$ cat config.mk
export PLATFORM = sky130hd
export DESIGN_NAME = ddc_retune_ctrl
export DESIGN_NICKNAME = d
export VERILOG_FILES = /design/src/rtl/ddc_retune_ctrl.sv
export SDC_FILE = /design/constraint.sdc
export NUM_CORES = 1
export LEC_CHECK = 0
export ABC_AREA = 1
export ABC_CLOCK_PERIOD_IN_PS = 1900
export CAP_MARGIN = 40
export CORE_ASPECT_RATIO = 0.75
export CORE_MARGIN = 2
export CORE_UTILIZATION = 43
export DETAILED_ROUTE_END_ITERATION = 7
export GPL_TIMING_DRIVEN = 0
export HOLD_SLACK_MARGIN = 0.08
export PLACE_DENSITY = 0.76
export SYNTH_ARGS = -nofsm -noshare
export SYNTH_HDL_FRONTEND = slang
export SYNTH_SLANG_ARGS = --single-unit
$ cat constraint.sdc
create_clock -name aclk -period 1.9 [get_ports aclk]
set_input_delay 0.285 -clock aclk [delete_from_list [all_inputs] [get_ports aclk]]
set_output_delay 0.285 -clock aclk [all_outputs]
set_load 0.005 [all_outputs]
$ cat src/rtl/ddc_retune_ctrl.sv
// Retune sequencer for a multi-channel DDC: holds the datapath in reset, loads the
// phase table, blanks the output while the CIC flushes, then accepts retune requests.
module ddc_retune_ctrl #(
   parameter int NUM_CHANS     = 13,
   parameter int PHASE_WIDTH   = 32,
   parameter int RSTN_CYCLES   = 16,
   parameter int SETTLE_CYCLES = 256
) (
   input  logic                                 aclk,
   input  logic                                 areset,
   input  logic                                 s_axis_tvalid,
   output logic                                 s_axis_tready,
   input  logic [PHASE_WIDTH-1:0]               s_axis_tdata,
   input  logic [7:0]                           s_axis_tuser,
   input  logic                                 soft_rst,
   output logic [(NUM_CHANS+1)*PHASE_WIDTH-1:0] cfg,
   output logic                                 busy,
   output logic                                 err_chan,
   output logic [15:0]                          retune_cnt
);

   typedef enum logic [1:0] {
      RESET_HOLD = 2'd0,
      LOAD       = 2'd1,
      SETTLE     = 2'd2,
      IDLE       = 2'd3
   } state_t;

   localparam logic [15:0] RSTN_LAST   = 16'(RSTN_CYCLES - 1);
   localparam logic [15:0] SETTLE_LAST = 16'(SETTLE_CYCLES - 1);

   state_t                           state_r;
   logic [15:0]                      cnt_r;
   logic                             retune_pend_r;
   logic [PHASE_WIDTH-1:0]           ctrl_r;
   logic [NUM_CHANS*PHASE_WIDTH-1:0] table_r;
   logic                             chan_ok_s;

   // Control word 0 layout: bit0 rstn, bit8 blank, bit16 phasevld
   function automatic logic [PHASE_WIDTH-1:0] ctrl_word(input logic rstn,
                                                        input logic blank,
                                                        input logic phasevld);
      logic [PHASE_WIDTH-1:0] w;
      w     = '0;
      w[0]  = rstn;
      w[8]  = blank;
      w[16] = phasevld;
      return w;
   endfunction

   assign chan_ok_s     = ({1'b0, s_axis_tuser} < 9'(NUM_CHANS));
   assign s_axis_tready = (state_r == IDLE) && !soft_rst && !areset;
   assign cfg           = {table_r, ctrl_r};

   // Sequencer state, phase table and all registered outputs
   always_ff @(posedge aclk) begin
      if (areset) begin
         state_r       <= RESET_HOLD;
         cnt_r         <= 16'd0;
         retune_pend_r <= 1'b0;
         table_r       <= '0;
         ctrl_r        <= ctrl_word(1'b0, 1'b1, 1'b0);
         busy          <= 1'b1;
         err_chan      <= 1'b0;
         retune_cnt    <= 16'd0;
      end else begin
         err_chan <= 1'b0;
         case (state_r)
            RESET_HOLD: begin
               if (cnt_r == RSTN_LAST) begin
                  state_r <= LOAD;
                  cnt_r   <= 16'd0;
                  ctrl_r  <= ctrl_word(1'b1, 1'b1, 1'b1);
               end else begin
                  cnt_r <= cnt_r + 16'd1;
               end
            end
            LOAD: begin
               state_r <= SETTLE;
               cnt_r   <= 16'd0;
               ctrl_r  <= ctrl_word(1'b1, 1'b1, 1'b0);
            end
            SETTLE: begin
               if (cnt_r == SETTLE_LAST) begin
                  state_r       <= IDLE;
                  cnt_r         <= 16'd0;
                  ctrl_r        <= ctrl_word(1'b1, 1'b0, 1'b0);
                  busy          <= 1'b0;
                  retune_pend_r <= 1'b0;
                  // Only request-driven loads count; reset sequences leave the counter alone
                  if (retune_pend_r) begin
                     retune_cnt <= retune_cnt + 16'd1;
                  end
               end else begin
                  cnt_r <= cnt_r + 16'd1;
               end
            end
            IDLE: begin
               if (soft_rst) begin
                  state_r       <= RESET_HOLD;
                  cnt_r         <= 16'd0;
                  ctrl_r        <= ctrl_word(1'b0, 1'b1, 1'b0);
                  busy          <= 1'b1;
                  retune_pend_r <= 1'b0;
               end else if (s_axis_tvalid) begin
                  if (chan_ok_s) begin
                     for (int j = 0; j < NUM_CHANS; j++) begin
                        if (s_axis_tuser == 8'(j)) begin
                           table_r[PHASE_WIDTH*j +: PHASE_WIDTH] <= s_axis_tdata;
                        end
                     end
                     state_r       <= LOAD;
                     cnt_r         <= 16'd0;
                     ctrl_r        <= ctrl_word(1'b1, 1'b1, 1'b1);
                     busy          <= 1'b1;
                     retune_pend_r <= 1'b1;
                  end else begin
                     err_chan <= 1'b1;
                  end
               end
            end
            default: begin
               state_r       <= RESET_HOLD;
               cnt_r         <= 16'd0;
               ctrl_r        <= ctrl_word(1'b0, 1'b1, 1'b0);
               busy          <= 1'b1;
               retune_pend_r <= 1'b0;
            end
         endcase
      end
   end

endmodule
==> flow_metrics.tcl <==
set metrics [dict create \
    cts_made_buffers 45 \
    grtUsageTotal_pct 33.9 \
    syn_area_sq_um 17700 \
    synth_top_cells_by_count "nand2_1 (567), dfxtp_1 (456), a21oi_1 (370)" \
    relSlewSlack_pct 38.8 \
    cts_root_buffer "clkbuf_16" \
    worst_pin_slew_ps 918 \
    drc_errors 0 \
    synthArstFlopShare_pct 0 \
    critPathSlowestCell "dfxtp_2" \
    cts_hold_buf 0 \
    ys_types 28 \
    cp-end-kind "output port" \
    fin_util_pct 63.4 \
    p_per_area_nw_per_um2 825 \
    max_stage_delay_ps 350 \
    fin_ws_ps -13.3 \
    grt_pass1_wl_um 110000 \
    gp_congestion 0.961 \
    path_max_fanout 4 \
    whs_path_depth 2 \
    status "finished, violations left" \
    port_buffers 480 \
    critPathArrivalTime_ps 1630 \
    synth_ff_type "dfxtp_1" \
    grt_max_degree 16 \
    die_y_um 180 \
    violations "negative setup slack" \
    antenna_found_initial 4 \
    fmax_ghz 0.523 \
    synth-seq-cells 456 \
    drtAntennaViolNets 0 \
    hold_viol_final 0 \
    synth_area_leader_cell "dfxtp_1" \
    synth_top_area_share_pct 51.5 \
    htreeDepth 2 \
    clockBufferDepth 3 \
    period_needed_ps 1910 \
    cts_tree "built" \
    r2r-start "state_r[0]" \
    netlist_instances 2377 \
    drtIter0Drc 1848 \
    vias 19200 \
    totalWireLength_um 76000 \
    setup.worst_path.start_class "flop" \
    startpoint "state_r[0]" \
    io_pins 511 \
    drv_slew 0 \
    finalPower_mw 21.3 \
    hold_class "input pin to flop" \
    setup_viol 1 \
    hold_slack_ps 438 \
    instances_no_fill 3538 \
    fin_nets 3025 \
    drv_cap 0 \
    fin_crit_sh_pct 101 \
    rsz0062_at_grt "yes" \
    synth_warnings 0 \
    grt_pass1_vias 18200 \
    post-synth-top-count-cell "nand2_1" \
    skew_ps 10.7 \
    drt-pass1-iter-count 6 \
    avgViaCountPerCell 5.44 \
    hold_start "s_axis_tvalid" \
    drive_gt1_share_pct 9.71 \
    r2r_cells 12 \
    worstSetupPathType "flop to output port" \
    synthTopCellsByArea "dfxtp_1 (52%), nand2_1 (12%), a21oi_1 (10%), nand3_1 (9.9%), nor2_1 (4.1%)" \
    required_ps 1620 \
    fin_tns_setup_ps -13.3 \
    fp.dieW_um 238 \
    wl_per_cell_um 21.5 \
    synth-seq-area-share_pct 51.5 \
    cts_num_sinks 456 \
    start_util_pct 43.5 \
    std_cell_rows 64 \
    path_clk_slew_ps 60 \
    clkLatencyLatePin_ps 560 \
    synth-edff-count 0 \
    gr-total-overflow 0 \
    placed_cells 3444 \
    path_cells "ha_4, inv_2, nor2_4, inv_2, nor2_4, buf_2" \
    p_leak_nw 9.13 \
    place_hpwl_um 57600 \
    syn_avg_cell_area_sq_um 7.45 \
    die_area_sq_um 42900 \
    ir_drop_mv 0.774 \
    core_sq_um 40700 \
    synthToLayoutAreaGrowth_pct 45.6 \
]
[critical path, delay by kind of cell (launching register included)]
kind / cells / cell delay [ps]
flops: 1 / 350
buf+inv: 3 / 310
simple gates: 2 / 250
fa+ha+maj: 1 / 160
[path summary, 6_finish.rpt]
kind | end | slack [ps]
min | err_chan | 440
min reg2reg | table_r[396] | 440
max reg2reg | table_r[283] | 40
max | s_axis_tready | -10
[placed cells by master, fill, tap and decap left out, types with 14 or more instances in the layout]
cell	instances
a21oi_1	365
buf_4	58
clkbuf_2	29
buf_8	22
nand2_1	555
clkbuf_1	104
buf_6	16
nor2_4	14
buf_2	26
clkbuf_4	14
o21ai_0	38
nor2_1	180
nand3_1	348
conb_1	29
dfxtp_1	453
clkbuf_16	45
clkdlybuf4s50_1	479
inv_1	111
[logic make-up after synthesis]
logic type      share of synthesized area [%]
xor+xnor                                0.692
flops                                    51.5
simple gates                             27.2
fa+ha+maj                               0.494
compound gates                           11.8
buf+inv                                  8.25
other cells                            0.0212
[timing repair]
action                     in CTS  in global routing
pin swaps                       6                  3
buffers inserted                9                  3
setup endpoints to repair     453                411
gates cloned                    0                  0
gates resized for setup        57                163
[metrics by stage]
| stage | instance area (sq um) | setup WS, ps |
|---|---|---|
| 6_report | 25800 | -13.3 |
| 5_1_grt | 25800 | -60.6 |
| 4_1_cts | 25500 | 6.84 |
| 3_5_place_dp | 23700 | -1220 |
| 3_3_place_gp | 23300 | -1250 |
| 2_1_floorplan | 17800 | 112 |
[routing by layer]
metal  GRT usage, %  share of wire [%]  vias to the layer above  wire [um]
met4           16.9                5.4                        0       4120
li1               -                  -                     8881          -
met3           9.97                 12                      245       9210
met2           53.3                 44                     1128      33300
met1           42.4                 39                     8989      29400
met5              0                  0                        -          0
[sequential cells by signal, summed over array words and instances (netlist names)]
signal,count
busy,1
table_r,416
err_chan,1
state_r,2
ctrl_r,3
cnt_r,16
retune_pend_r,1
retune_cnt,16
[layout make-up]
cell class | instances | area, sq um
diodes | 4 | 10.0
plain buffers | 227 | 1200
clock buffers | 56 | 1230
clock inverters | 23 | 355
fillers | 3416 | 14900
inverters | 115 | 432
multi-input cells | 1606 | 7420
flip-flops and latches | 456 | 9140
well taps | 528 | 661
repair buffers | 523 | 5350
[report_power, final]
group          leakage (nW)  internal, mW  switching [mW]
Clock                 0.776          5.81            3.96
Sequential             3.67          9.65          0.0708
Combinational          4.68         0.613            1.17
Total                  9.13          16.1            5.20
Note: power is estimated with default switching activity, not from simulation.
